===== src/rtl/mem_wb_stage.sv =====
// MEM-stage access controller and MEM/WB pipeline register for a variable-latency data memory.
// Optional access timeout is enabled by defining MEM_TIMEOUT_EN.
module mem_wb_stage #(
  parameter int DATA_W      = 16,
  parameter int ADDR_W      = 16,
  parameter int REG_W       = 4,
  parameter int TIMEOUT_CYC = 64
) (
  input  logic              clk,
  input  logic              rst,
  input  logic              em_valid,
  input  logic              em_reg_write,
  input  logic              em_mem_read,
  input  logic              em_mem_write,
  input  logic [REG_W-1:0]  em_reg_rd,
  input  logic [DATA_W-1:0] em_alu_out,
  input  logic [DATA_W-1:0] em_store_data,
  output logic              mem_req,
  output logic              mem_we,
  output logic [ADDR_W-1:0] mem_addr,
  output logic [DATA_W-1:0] mem_wdata,
  input  logic [DATA_W-1:0] mem_rdata,
  input  logic              mem_ready,
  output logic              mem_stall,
  output logic              mem_err,
  output logic              mw_valid,
  output logic              mw_reg_write,
  output logic              mw_mem_read,
  output logic [REG_W-1:0]  mw_reg_rd,
  output logic [DATA_W-1:0] mw_wb_data
);

  // state  | meaning
  // S_IDLE | no access outstanding; requests issue straight from EX/MEM
  // S_WAIT | access outstanding; request driven from latched copy
  typedef enum logic {S_IDLE, S_WAIT} state_t;

  state_t            r_state;
  state_t            w_state_nxt;

  logic              w_access;
  logic              w_em_we;
  logic [ADDR_W-1:0] w_em_addr;
  logic              w_latch;
  logic              w_complete;
  logic              w_timeout;
  logic              w_to_hit;
  logic              w_load;

  logic [ADDR_W-1:0] r_addr;
  logic [DATA_W-1:0] r_wdata;
  logic              r_we;

  logic              r_mw_valid;
  logic              r_mw_reg_write;
  logic              r_mw_mem_read;
  logic [REG_W-1:0]  r_mw_reg_rd;
  logic [DATA_W-1:0] r_mw_wb_data;

  assign w_access  = em_valid & (em_mem_read | em_mem_write);
  // A read wins when both read and write are flagged.
  assign w_em_we   = em_mem_write & ~em_mem_read;
  assign w_em_addr = ADDR_W'(em_alu_out);

`ifdef MEM_TIMEOUT_EN
  logic [15:0] r_cnt;
  logic        r_err;

  assign w_to_hit = (r_state == S_WAIT) && (r_cnt == 16'(TIMEOUT_CYC));

  always_ff @(posedge clk or posedge rst) begin
    if (rst) begin
      r_cnt <= '0;
      r_err <= 1'b0;
    end else begin
      if (w_latch)
        r_cnt <= '0;
      else if ((r_state == S_WAIT) && !mem_ready && !w_to_hit)
        r_cnt <= r_cnt + 16'd1;
      if (w_timeout)
        r_err <= 1'b1;
    end
  end

  assign mem_err = r_err;
`else
  logic w_unused_timeout;

  assign w_to_hit         = 1'b0;
  assign mem_err          = 1'b0;
  assign w_unused_timeout = ^(32'(TIMEOUT_CYC));
`endif

  always_comb begin
    w_state_nxt = r_state;
    mem_req     = 1'b0;
    mem_we      = 1'b0;
    mem_addr    = w_em_addr;
    mem_wdata   = em_store_data;
    mem_stall   = 1'b0;
    w_latch     = 1'b0;
    w_complete  = 1'b0;
    w_timeout   = 1'b0;
    case (r_state)
      S_IDLE: begin
        if (w_access) begin
          mem_req = 1'b1;
          mem_we  = w_em_we;
          if (mem_ready) begin
            w_complete = 1'b1;
          end else begin
            mem_stall   = 1'b1;
            w_latch     = 1'b1;
            w_state_nxt = S_WAIT;
          end
        end
      end
      S_WAIT: begin
        mem_addr  = r_addr;
        mem_wdata = r_wdata;
        mem_we    = r_we;
        if (w_to_hit) begin
          // Abort: drop the request and release upstream this cycle.
          w_timeout   = 1'b1;
          w_state_nxt = S_IDLE;
        end else begin
          mem_req = 1'b1;
          if (mem_ready) begin
            w_complete  = 1'b1;
            w_state_nxt = S_IDLE;
          end else begin
            mem_stall = 1'b1;
          end
        end
      end
      default: w_state_nxt = S_IDLE;
    endcase
    if (rst) begin
      mem_req   = 1'b0;
      mem_stall = 1'b0;
    end
  end

  always_ff @(posedge clk or posedge rst) begin
    if (rst) begin
      r_state <= S_IDLE;
      r_addr  <= '0;
      r_wdata <= '0;
      r_we    <= 1'b0;
    end else begin
      r_state <= w_state_nxt;
      if (w_latch) begin
        r_addr  <= w_em_addr;
        r_wdata <= em_store_data;
        r_we    <= w_em_we;
      end
    end
  end

  assign w_load = (em_valid & ~w_access) | w_complete | w_timeout;

  always_ff @(posedge clk or posedge rst) begin
    if (rst) begin
      r_mw_valid     <= 1'b0;
      r_mw_reg_write <= 1'b0;
      r_mw_mem_read  <= 1'b0;
      r_mw_reg_rd    <= '0;
      r_mw_wb_data   <= '0;
    end else if (w_load) begin
      r_mw_valid     <= 1'b1;
      r_mw_reg_write <= em_reg_write & ~w_timeout;
      r_mw_mem_read  <= em_mem_read & ~w_timeout;
      r_mw_reg_rd    <= em_reg_rd;
      r_mw_wb_data   <= (em_mem_read & ~w_timeout) ? mem_rdata : em_alu_out;
    end else begin
      // Bubble: control cleared, rd and data held.
      r_mw_valid     <= 1'b0;
      r_mw_reg_write <= 1'b0;
      r_mw_mem_read  <= 1'b0;
    end
  end

  assign mw_valid     = r_mw_valid;
  assign mw_reg_write = r_mw_reg_write;
  assign mw_mem_read  = r_mw_mem_read;
  assign mw_reg_rd    = r_mw_reg_rd;
  assign mw_wb_data   = r_mw_wb_data;

endmodule


===== config.mk =====
export PLATFORM = sky130hd
export DESIGN_NAME = mem_wb_stage
export DESIGN_NICKNAME = d
export VERILOG_FILES = /design/src/rtl/mem_wb_stage.sv
export SDC_FILE = /design/constraint.sdc
export NUM_CORES = 1
export LEC_CHECK = 0
export ABC_AREA = 0
export CORE_MARGIN = 3
export CORE_UTILIZATION = 40
export CTS_BUF_LIST = sky130_fd_sc_hd__clkbuf_4 sky130_fd_sc_hd__clkbuf_8
export CTS_CLUSTER_DIAMETER = 200
export DETAILED_ROUTE_END_ITERATION = 10
export GPL_TIMING_DRIVEN = 0
export PLACE_DENSITY_LB_ADDON = 0.08
export SLEW_MARGIN = 20
export SYNTH_ARGS = -nofsm -noshare
export SYNTH_HDL_FRONTEND = slang
export SYNTH_SLANG_ARGS = --single-unit

===== constraint.sdc =====
create_clock -name clk -period 3.5 [get_ports clk]
set_clock_uncertainty 0.05 [all_clocks]
set_input_delay 1.05 -clock clk [delete_from_list [all_inputs] [get_ports clk]]
set_output_delay 1.05 -clock clk [all_outputs]
set_load 0.01 [all_outputs]

# [After elaboration in Yosys (flattened, before gate mapping)]
# Cells that the tools add are included.
# W data, S select, Z words.
[word_totals] regBits=57 in_bits=59 output_inout_bits=59 word_cells=36
[classes] muxes=19 bitwise=8
[op_table] operator="$mux W16" n=3
[op_table] operator="$mux W1" n=12
[op_table] operator="$pmux W1 S2" n=4
[op_table] operator="$and A1 B1 Y1" n=3
[op_table] operator="$not A1 Y1" n=3
[op_table] operator="$or A1 B1 Y1" n=2

# [Depth between registers and ports, before layout]
[depth] ltp_word=6 mapped_depth=5 depth_no_buf=3

# [Least setup slack after synthesis]
# No wires, ideal clock.
[synth_timing] path_type="input-to-output" from="in em_mem_read" to="out mem_we" arrival_ns=1.884 t_required_ns=2.400 setup_slack_ns=0.516 path_stages=5 path_buffers=2 cell_sequence="buf_2 > buf_2 > nor2b_1 > nand2_1 > o21ai_0"
[synth_between] elab_chain_cells=4 elab_cells_between_ends=6 classes_between="mux: 2; bitwise: 4"
[synth_rtl] item="start, declared" line="13" text="input logic em_mem_read,"
[synth_rtl] item="$or A1 B1 Y1 or $not A1 Y1 (tied branches)" line="60, 62"
[synth_rtl] item="$and A1 B1 Y1, on equally long branches" line="60, 62"
[synth_rtl] item="$mux W1 (*)" line="106" text="if (w_access) begin"
[synth_rtl] item="$pmux W1 S2 (*)" line="104" text="case (r_state)"
[synth_rtl] item="end, declared" line="19" text="output logic mem_we,"
# Every way passes the cells marked *; elsewhere a longest branch is shown, timed or not.

# [Final worst setup path]
# Same ends and word-level chain as after synthesis.

==> metrics <==
status=completed; xor/xnor share of the synthesized area=0%; setup repair after global routing missed its margin=no; CP bufs+invs=3; Internal=1.79 mW; Crit-path slowest cell=clkdlybuf4s50_1; share of layout cells above drive strength 1=40.9%; clock period minus worst slack=3.39 ns; largest cells by area after synthesis=dfrtp_1, mux2_2, mux2_4, buf_12, buf_6; total power=2.32 mW; critical path required time=2.40 ns; largest net degree at the start of global routing=32; Mapped Avg Cell Area=15.4 um2; post-synthesis adder-cell area fraction=0%; CTS Sinks=between 50 and 60; Clock Power Share=a little over a third; register area share after synthesis=about 50%; Crit Path Category=primary input to output pin; CTS root buf=clkbuf_8; Slew headroom=62.3%; endpoints failing setup=0; # DRC=0; grt total ovfl=0; critical path's top delay family=buffers and inverters; mux cell area share after synthesis=between 40% and 50%; Final Hold Viols=0; max incr delay on CP=0.44 ns; post-synthesis compound-gate area fraction=1.25%; top-area cell type share of the netlist area=49.2%; via count of the first global-routing pass=around 2,100; Psw=0.525 mW; H-tree levels=3; Simple-Gate Fraction of Synth Area=1.77%; final wirelength=6450 um; Synth Instances=approximately 190; CTS tree=built; Synth area leader=dfrtp_1; Leak=between 1.5 and 2 nW; post_cts resized=10; combinational power share=approximately 27%; Max Cap Viol=0; end of the worst register-to-register path=r_wdata[8]; Total Nets Final=374; cell count of the worst reg-to-reg path=5; Placed Area=approximately 4200 um2; Die H=91.1 um; first-pass GRT wire length=10,500 um; Final Cycle Share=96.8%; Wirelength per Cell=15.5 um; Placer Congestion=0.692; Chip Width=91.1 um; Crit. End Element=output pin; Routed Antenna Nets=0; Initial DRC Count=42; clk_lat worst skew=~0.32 ns; Worst Hold Launch=mw_wb_data[8]; met1 Use GR=20.9%; Post CTS Setup Buffer Count=0; Most Crowded Layer GR=met2; met3 Use GR=5.22%; Hold Buf Count CTS=0; Sw Ratio=22.6%; startpoint types=primary input; mapped cell area=2900 um2; Initial Util=41.9%; io pins=118; Final Max Tran Viols=0; Num CTS Buffers=9; hold path depth=1; Ant. Diodes=0; Fillers=564; synthesized flop and latch total=57; clock-pin slew on the worst setup and hold paths=0.07 ns; Tightest Pin Transition=0.566 ns; fmax=295 MHz; DP HPWL=4690 um; floorplan row count=30; synth warn=0; GR met2 Demand/Resource=24.5%; Hold EP=mw_wb_data[8]; hold crit path type=flip-flop to flip-flop; peak supply drop=264 uV; setup TNS=0 ns; PD cells=about 520 nW/um2; Reg-to-Reg Start=r_state; I/O Buffers=116; drt first pass iters=5; GRT Total Usage=approximately 16%; design area=4480 um2; largest family of logic cells by synthesized area=multiplexers; area of the die=8300 um2; sequential power share=~37%; Via Count=1,936; Avg Vias per Cell=between 4 and 5; flop2flop setup slack=1.81 ns; antenna violations before repair=0; Critical Path AT=2.29 ns; CP max FO=19; CP cell instances=clkdlybuf4s50_1 -> buf_6 -> nor2b_2 -> nand2_1 -> o21ai_1 -> clkdlybuf4s15_2; Clock Tree Buf Depth=2; layout overhead on the synthesized area=54.7%; core area=around 6900 um2; Yosys cell types=20; Post-Syn Nets=around 250
[synth_stat cells]
cell	n
o21ai_1	2
nor3_1	1
and2_1	1
dfrtp_1	57
nor2_1	2
inv_1	2
nand2_1	2
buf_6	2
clkbuf_1	3
o31ai_4	1
o21ai_0	1
or3_1	1
buf_12	3
buf_2	4
conb_1	1
mux2_2	70
nor2b_1	3
buf_4	1
mux2_4	30
mux2_1	1
[layer usage]
layer	up-vias	share of wire, %	wire [um]
met5	-	0	0
met4	0	0.77	50
met3	6	7.4	476
met2	71	46	2960
met1	943	46	2960
li1	916	-	-
[state kept, by name (all words and copies together) (netlist names)]
name / flops
mw_mem_read: 1
r_addr: 16
mw_reg_rd: 4
r_wdata: 16
mw_valid: 1
mw_reg_write: 1
r_we: 1
r_state: 1
mw_wb_data: 16
[worst max-delay path by stage]
stage                 from     end  slack, ns  cells after the start
4_1_cts        em_mem_read  mem_we       0.01                      6
5_1_grt        em_mem_read  mem_we      0.005                      6
6_report       em_mem_read  mem_we       0.11                      6
3_3_place_gp   em_mem_read  mem_we      -0.50                      7
3_5_place_dp   em_mem_read  mem_we      -0.58                      7
2_1_floorplan  em_mem_read  mem_we       0.52                      5
[power groups by stage]
stage	registers, mW	clock network [mW]	logic, mW
final	0.847	0.840	0.632
after global routing	0.863	0.889	0.675
after CTS	0.847	0.857	0.642
after detailed placement	0.855	0	0.640
after global placement	0.850	0	0.633
after floorplan	0.865	0	0.319
[area by class of cell]
cell class                 count  area (um2)  share of cell area (%)
sequential                    57        1430                    31.8
multi-input combinational    116        1350                    30.0
timing repair buffer         117        1180                    26.3
clock buffer                  11         151                    3.38
clock inverter                 5         125                    2.79
buffer                        12         123                    2.74
tap                           96         120                    2.68
inverter                       2        10.0                   0.223
[kinds of logic after synthesis]
family	count (synthesis)
other cells	1
mux	101
simple gates	10
flops	57
buf+inv	15
compound gates	4
[cells in the final DEF (no fill, tap or decap)]
cell type and n:
nor2b_1 1, nand2_1 2, dlygate4sd2_1 3, buf_4 1, clkdlybuf4s15_2 1, mux2_4 30
nor2_1 2, inv_1 1, nor2b_2 2, nor3_1 1, buf_2 2, clkdlybuf4s50_1 112
buf_6 3, bufinv_16 4, dfrtp_1 57, inv_4 1, mux2_2 70, o21ai_1 3
mux2_1 1, clkbuf_1 3, o31ai_4 1, clkbuf_8 11, buf_12 4, clkinv_2 1
or3_1 1, conb_1 1, and2_1 1
[stage by stage]
step / std cells / setup slack, ns / hold slack [ns] / util [%]
floorplan: 188 / 0.516 / 0.424 / -
global placement: 400 / -0.505 / 0.422 / 60.5
detailed placement: 401 / -0.577 / 0.429 / 60.8
CTS: 416 / 0.0105 / 0.445 / 64.8
global route: 416 / 0.00546 / 0.468 / 64.9
finish: 416 / 0.112 / 0.441 / 64.9
(Power assumes the default switching activity.)
==> edit: new RTL, same settings <==
`ADDR_W`: 16 -> 15.
--- a/src/rtl/mem_wb_stage.sv
+++ b/src/rtl/mem_wb_stage.sv
@@ -3,5 +3,5 @@
 module mem_wb_stage #(
   parameter int DATA_W      = 16,
-  parameter int ADDR_W      = 16,
+  parameter int ADDR_W      = 15,
   parameter int REG_W       = 4,
   parameter int TIMEOUT_CYC = 64
Interface: changed (resized mem_addr); port bits go from 118 to 117. No check against the original RTL was run, so the function may have changed too.
==> edit against the unedited design <==
- sequential share of layout area is 1.3 points higher
- sequential cell count is 1 lower
- clock power is 56% lower
- final area is 5.5% lower
- worst setup slack better by 0.0090 ns
- register-to-register slack better by 0.03 ns
- critical endpoint is now mem_addr[3]
- power is 21% lower
- synthesized area is 1.8% lower
- largest cell class unchanged
- routed wire length hardly changed
==> edit: results (changes against the unedited design) <==
placed_cell_area_um2: 4150  # -1.3%
grt_pass1_wl_um: 10700  # +2.2%
synth-compound-area-share_pct: 0.968  # -0.28 points
grt.total_usage_pct: 16.5  # +0.61 points
synth_nets: 244  # -1.2%
synthMuxAreaShare_pct: 43.2  # about the same
wl_met2_um: 3130  # +5.8%
powerComb_mw: 0.624  # -1%
clk_latency_ns: 0.30  # -0.02 ns
ir_drop_mv: 0.207  # -22%
yosysSeqAreaShare_pct: 49.3  # about the same
cts_htree_levels: 2  # -1
maxSlewHeadroom_pct: 57.4  # -4.9 points
powerDensity_nw_per_um2: 430  # -17%
dp_hpwl_um: 4760  # +1.5%
cp_max_fo: 3  # -16
grt_pass1_vias: 2034  # -2.8%
synth.distinct_cells: 21  # +5.0%
drive_gt1_share_pct: 39.0  # -2.0 points
yosys-top-cells-count: "68 x mux2_2, 56 x dfrtp_1, 30 x mux2_4"
clock_power_mw: 0.369  # -56%
grt_max_degree: 47  # +47%
clk_pin_slew_ns: 0.10  # +0.03 ns
swShare_pct: 26.0  # +3.3 points
r2r-end: "r_wdata[0]"
placedCellCount: 397  # -1.0%
synth_area_leaders: "dfrtp_1 49%, mux2_2 27%, mux2_4 16%"
hold_slack_ns: 0.450  # +0.00915 ns
place_congestion: 0.738  # +6.7%
drt-met1-wl_um: 2850  # -3.9%
first_iter_violations: 58  # +38%
fin_nets: 366  # -2.1%
status: "completed"
rrSetupSlack_ns: 1.84  # +0.03 ns
vias: 1894  # -2.2%
wl_met3_um: 383  # -20%
cp_slowest_stage_delay_ns: 0.49  # +0.05 ns
-- edit: worst max path at each step --
| stage | from | to | slack [ns] | cells past startpoint |
|---|---|---|---|---|
| floorplan | em_mem_read | mem_we | 0.47 | 5 |
| global placement | em_mem_read | mem_we | -0.76 | 7 |
| detailed placement | em_mem_read | mem_we | -0.77 | 7 |
| CTS | em_mem_read | mem_we | 0.04 | 6 |
| global route | em_mem_read | mem_we | 0.06 | 6 |
| finish | em_alu_out[3] | mem_addr[3] | 0.12 | 3 |
-- edit: cell type report --
cell class	count	area (µm²)
clock buffers	6	82.6
inverters	2	10.0
multi-input cells	114	1310
flip-flops and latches	56	1400
fillers	576	2600
well taps	96	120
plain buffers	12	128
clock inverters	2	10.0
repair buffers	116	1170
-- edit: layer usage --
layer  global-route usage [%]  vias up
met5                        0        -
met4                     4.46        0
met3                     4.75        7
met2                     27.2       66
met1                     21.2      923
li1                         -      898
